===== config.mk =====
export PLATFORM = sky130hd
export DESIGN_NAME = register_file_ba
export DESIGN_NICKNAME = d
export VERILOG_FILES = /design/src/rtl/register_file_ba.sv
export SDC_FILE = /design/constraint.sdc
export NUM_CORES = 1
export LEC_CHECK = 0
export BUFFER_PORTS_ARGS = -buffer_cell sky130_fd_sc_hd__buf_4
export CORE_AREA = 2 2 222 224
export DETAILED_ROUTE_END_ITERATION = 10
export DIE_AREA = 0 0 224 226
export GPL_ROUTABILITY_DRIVEN = 0
export PLACE_DENSITY = 0.89
export SLEW_MARGIN = 20
export SYNTH_ARGS = -nofsm -noshare
export SYNTH_HDL_FRONTEND = slang
export SYNTH_SLANG_ARGS = --single-unit

===== constraint.sdc =====
create_clock -name clk -period 1.8 [get_ports clk]
set_input_delay 0.09 -clock clk [delete_from_list [all_inputs] [get_ports clk]]
set_output_delay 0.09 -clock clk [all_outputs]
set_load 0.01 [all_outputs]

===== src/rtl/register_file_ba.sv =====
// Parametrised register file: one write port, two combinational read ports with BA zeroing on A,
// optional hard-wired R0 and write bypass, plus a per-register busy scoreboard for hazard detection.
module register_file_ba #(
    parameter int               WIDTH        = 32,
    parameter int               NUM_REGS     = 16,
    parameter int               ADDR_W       = 4,
    parameter logic [WIDTH-1:0] RESET_VAL    = '0,
    parameter bit               R0_HARDWIRED = 1'b0,
    parameter bit               BYPASS       = 1'b1
) (
    input  logic                clk,
    input  logic                clr,
    input  logic                we,
    input  logic [ADDR_W-1:0]   waddr,
    input  logic [WIDTH-1:0]    wdata,
    input  logic [ADDR_W-1:0]   raddr_a,
    input  logic                ba_a,
    output logic [WIDTH-1:0]    rdata_a,
    input  logic [ADDR_W-1:0]   raddr_b,
    output logic [WIDTH-1:0]    rdata_b,
    input  logic                iss_en,
    input  logic [ADDR_W-1:0]   iss_addr,
    output logic                busy_a,
    output logic                busy_b,
    output logic [NUM_REGS-1:0] busy_vec
);

    logic [WIDTH-1:0]    regs [NUM_REGS];
    logic [NUM_REGS-1:0] busy;
    logic [NUM_REGS-1:0] busy_nxt;
    logic                wr_ok;
    logic                iss_ok;
    logic                zero_a;
    logic                zero_b;
    logic                fwd_a;
    logic                fwd_b;

    // Writes and issues aimed at a hard-wired R0 are discarded before they touch any state.
    assign wr_ok  = we     && !(R0_HARDWIRED && (waddr    == '0));
    assign iss_ok = iss_en && !(R0_HARDWIRED && (iss_addr == '0));

    always_ff @(posedge clk or negedge clr) begin
        if (!clr) begin
            for (int i = 0; i < NUM_REGS; i++) begin
                regs[i] <= (R0_HARDWIRED && (i == 0)) ? '0 : RESET_VAL;
            end
        end else if (wr_ok) begin
            regs[waddr] <= wdata;
        end
    end

    // Set is applied after clear so a same-cycle issue to the written register keeps it busy.
    always_comb begin
        busy_nxt = busy;
        if (wr_ok) begin
            busy_nxt[waddr] = 1'b0;
        end
        if (iss_ok) begin
            busy_nxt[iss_addr] = 1'b1;
        end
    end

    always_ff @(posedge clk or negedge clr) begin
        if (!clr) begin
            busy <= '0;
        end else begin
            busy <= busy_nxt;
        end
    end

    assign zero_a = (raddr_a == '0) && (ba_a || R0_HARDWIRED);
    assign zero_b = (raddr_b == '0) && R0_HARDWIRED;
    assign fwd_a  = BYPASS && wr_ok && (waddr == raddr_a);
    assign fwd_b  = BYPASS && wr_ok && (waddr == raddr_b);

    assign rdata_a  = zero_a ? '0 : (fwd_a ? wdata : regs[raddr_a]);
    assign rdata_b  = zero_b ? '0 : (fwd_b ? wdata : regs[raddr_b]);
    assign busy_a   = !zero_a && busy[raddr_a];
    assign busy_b   = !zero_b && busy[raddr_b];
    assign busy_vec = busy;

endmodule


==> results.md <==
- The number of global-route vias before repair was 21.98k.
- The area of the core is 48340 um2.
- The leakage dissipation is around 14 nW.
- The transition time of the tightest slew-check pin is 1.086 ns.
- In this design, the largest share of critical-path delay is due to multiplexers.
- The buffer and inverter count on the worst path is 1.
- The maximum number of pins on one net before global-route repair is approximately 80.
- Static timing analysis puts the maximum clock frequency at around 0.40 GHz.
- TritonCTS built the clock tree.
- The peak supply drop is 1.007 mV.
- Cells with a size suffix above 1 make up 58.78% of the layout.
- The worst hold path belongs to the class input port to asynchronous set/reset pin.
- In the finished design, the share of the clock period the worst path needs comes to 138.3%.
- The die is 226 um tall.
- The number of rows created at floorplan is 81.
- Dividing the detail-routed wire length by the instance count gives 32.82 um.
- Clock tree synthesis selected as its root buffer the cell sky130_fd_sc_hd__clkbuf_16.
- Max-cap violations in this run came to 0.
- When the netlist entered floorplanning its net count stood at roughly 1.9k.
- Counting distinct cell types in the post-synthesis netlist gives 33.
- The number of warnings printed during yosys synthesis is 0.
- The number of vias after detailed routing is 20.47k.
- The synthesized design contains 528 register bits.
- The source-to-sink clock delay at the later pin of the worst-skew pair is approximately 0.6 ns.
- The first TritonRoute pass finished after 5 iterations.
- The multi-input combinational cells in the finished layout cover a total of 14720 um2.
- The total DRC errors in the routed layout is 0.
- Wires add up to 89.84 mm.
- The clock sink count is approximately 530.
- The number of port buffers is 134.
- After clock tree synthesis, the clock-pin slew on the worst setup and hold paths is around 0.060 ns.
- Setup repair after global routing could not meet its margin everywhere.
- The floorplan step defined a die boundary enclosing 50620 um2.
- The relative slew slack is 27.42%.
- The initial DRC count is around 2.6k.
- The required time at the endpoint of the critical path is 1.71 ns.
- After routing the design area is 34210 um2.
- The checks that failed: hold timing, setup timing.
- The wire length of the first global-routing pass is ~130 mm.
- The power density over the cells is around 1200 nW/um2.
- Registers take about 13000 um2.
- Summing internal, switching and leakage power gives 39.59 mW.
- Global routing used a little over a third of the available tracks across all layers.
- The maximum single-stage delay on the critical path is 0.55 ns.
- The gate count after technology mapping is about 1.8k.
- Summed over all layers, the global routing overflow is 0.
- The arrival time at the worst endpoint is between 2 and 2.5 ns.
- The largest individual stage delay along the critical path comes from the cell sky130_fd_sc_hd__mux4_2.
- The number of antenna violations at the first check in global routing is 3.
- After detailed placement, the total cell area comes to 31010 um2.
- The run finished, with violations left.
- The worst setup path is launched from a register.
- The final hold violation count is 6.
- The max-slew violation count came to 0.
- The synthesized area per cell is 15.32 um2.
- The average via count per standard cell is 7.479.
- The share of the Yosys chip area taken by registers is 46.78%.
- The worst setup path is of the register to primary output kind.
- Walking the worst path, the cells encountered are mux4_2 -> a22oi_2 -> nand2_2 -> mux2_2 -> buf_4.
- The number of buffers created by CTS is 54.
- The worst setup skew after layout is 0 ns.
- The final net count is 2125.
- The final setup violation count is 66.
- The kind of end point of the critical path is a primary output.
- The layout filler cell count is 2672.
- The post-route antenna net violation count is 0.
- The detailed placement HPWL is 49.23 mm.
- In this run the worst path has a maximum fanout of 3.
- The mapped netlist covers 28240 um2.
- The number of H-tree levels is 2.
- During I/O placement, the number of pins put on the boundary was 135.
- The clock period minus worst slack is 2.490 ns.
- The area overhead of the layout relative to synthesis is 21.12%.
- The final worst setup slack is -0.6900 ns.
- The clock passes through at most 3 buffers.
- Across all hold checks on the routed design, the worst slack comes to -0.01825 ns.
- Once the floorplan was initialized, standard cells occupied around three fifths of the core.
- The floorplan step set the die width to 224 um.
-- flip-flops by register name, summed over array words and instances, names as in the netlist --
signal,cells
regs,512
busy_vec,16
-- path summary, 6_finish.rpt --
path | startpoint | to | slack, ns | depth (start not counted)
worst max-delay path | regs[0] | rdata_b[0] | -0.69 | 5
worst min-delay path | clr | regs[167] | -0.02 | 2
worst max register to register | busy_vec[2] | busy_vec[2] | 0.47 | 4
worst min register to register | regs[248] | regs[248] | 0.51 | 1
max in group asynchronous | clr | regs[50] | 0.98 | 3
min in group clk | waddr[3] | busy_vec[9] | 0.10 | 5
-- metrics by stage --
stage	setup WS (ns)	std cells	TNS (ns)	util [%]	hold WS, ns
2_1_floorplan	0.1063	1844	0	-	-0.2056
3_3_place_gp	-0.2121	2548	-4.900	64.15	0.05211
4_1_cts	-0.5626	2719	-30.11	70.22	0.005437
3_5_place_dp	-0.1562	2548	-6.137	64.15	0.05054
5_1_grt	-0.6872	2735	-33.96	70.76	0.03968
6_report	-0.6900	2737	-31.48	70.77	-0.01825
-- cell families (layout without fill, tap and decap cells) --
logic type,count (synthesis),count (layout),share of synthesized area [%]
simple gates,120,120,1.909
compound gates,188,188,4.961
xor+xnor,8,8,0.2481
mux,810,810,42.85
buf+inv,190,459,3.247
flops,528,528,46.78
other cells,0,2,0
-- synth_stat cells --
library cell / n / share of area, %
sky130_fd_sc_hd__nor4_2: 1 / 0.044
sky130_fd_sc_hd__nand3_1: 3 / 0.053
sky130_fd_sc_hd__nand3b_1: 4 / 0.11
sky130_fd_sc_hd__buf_1: 5 / 0.066
sky130_fd_sc_hd__buf_2: 70 / 1.2
sky130_fd_sc_hd__dfrtp_1: 528 / 47
sky130_fd_sc_hd__a31oi_1: 1 / 0.022
sky130_fd_sc_hd__a22o_1: 32 / 0.99
sky130_fd_sc_hd__a22oi_1: 128 / 3.4
sky130_fd_sc_hd__buf_4: 7 / 0.19
sky130_fd_sc_hd__nor2_1: 14 / 0.19
sky130_fd_sc_hd__nand2b_1: 9 / 0.20
sky130_fd_sc_hd__xor2_1: 6 / 0.19
sky130_fd_sc_hd__nor3b_1: 1 / 0.027
sky130_fd_sc_hd__and2_1: 2 / 0.044
sky130_fd_sc_hd__clkbuf_1: 95 / 1.3
sky130_fd_sc_hd__and3_1: 1 / 0.022
sky130_fd_sc_hd__and4b_1: 1 / 0.035
sky130_fd_sc_hd__nand2_1: 75 / 1.0
sky130_fd_sc_hd__o32ai_1: 1 / 0.031
sky130_fd_sc_hd__nor3_1: 1 / 0.018
sky130_fd_sc_hd__xnor2_1: 2 / 0.062
sky130_fd_sc_hd__mux4_2: 265 / 21
sky130_fd_sc_hd__nor2b_1: 6 / 0.13
sky130_fd_sc_hd__o31ai_1: 4 / 0.11
sky130_fd_sc_hd__mux2_2: 457 / 18
sky130_fd_sc_hd__mux2i_1: 1 / 0.035
sky130_fd_sc_hd__o21ai_0: 20 / 0.35
sky130_fd_sc_hd__mux2_1: 87 / 3.5
sky130_fd_sc_hd__or3_1: 2 / 0.044
sky130_fd_sc_hd__a211oi_1: 2 / 0.053
sky130_fd_sc_hd__inv_1: 1 / 0.013
sky130_fd_sc_hd__buf_6: 12 / 0.48
-- power by group --
part	internal, mW	total, mW	switching (mW)
clock	6.73	11.6	4.90
sequential	14.7	17.1	2.48
combinational	6.53	10.8	4.29
total	27.9	39.6	11.7
-- routing by layer --
layer | up-vias | track usage, % | routed length (um)
li1 | 7674 | - | -
met1 | 10590 | 44.73 | 31100
met2 | 1700 | 54.84 | 42180
met3 | 497 | 8.977 | 10180
met4 | 4 | 23.87 | 6353
met5 | - | 0 | 23
-- cell usage in the layout, fill, tap and decap left out, drive strengths merged, types with 9 or more instances in the layout --
cell | netlist | layout
a22o | 32 | 32
clkbuf | 95 | 75
clkinv | 0 | 15
dfrtp | 528 | 528
mux2 | 544 | 544
a22oi | 128 | 128
buf | 94 | 319
o21ai | 20 | 20
nor2 | 14 | 14
dlygate4sd3 | 0 | 42
mux4 | 265 | 265
nand2b | 9 | 9
nand2 | 75 | 75
-- timing repair --
item                                     CTS  global route
endpoints found under the setup margin    66            66
pin swaps                                 93            15
buffers inserted                          32            16
gates resized for setup                  103            30
hold buffers                              42             0
endpoints found under the hold margin   1056             0
-- area by class of cell --
class                      count  share of cell area [%]
inverter                       1                 0.01097
multi-input combinational   1126                   43.03
timing repair buffer         361                   10.73
clock inverter                22                  0.6583
sequential                   528                   38.63
clock buffer                  75                   4.660
tap                          622                   2.275
antenna                        2                 0.01463
(Power assumes the default switching activity.)
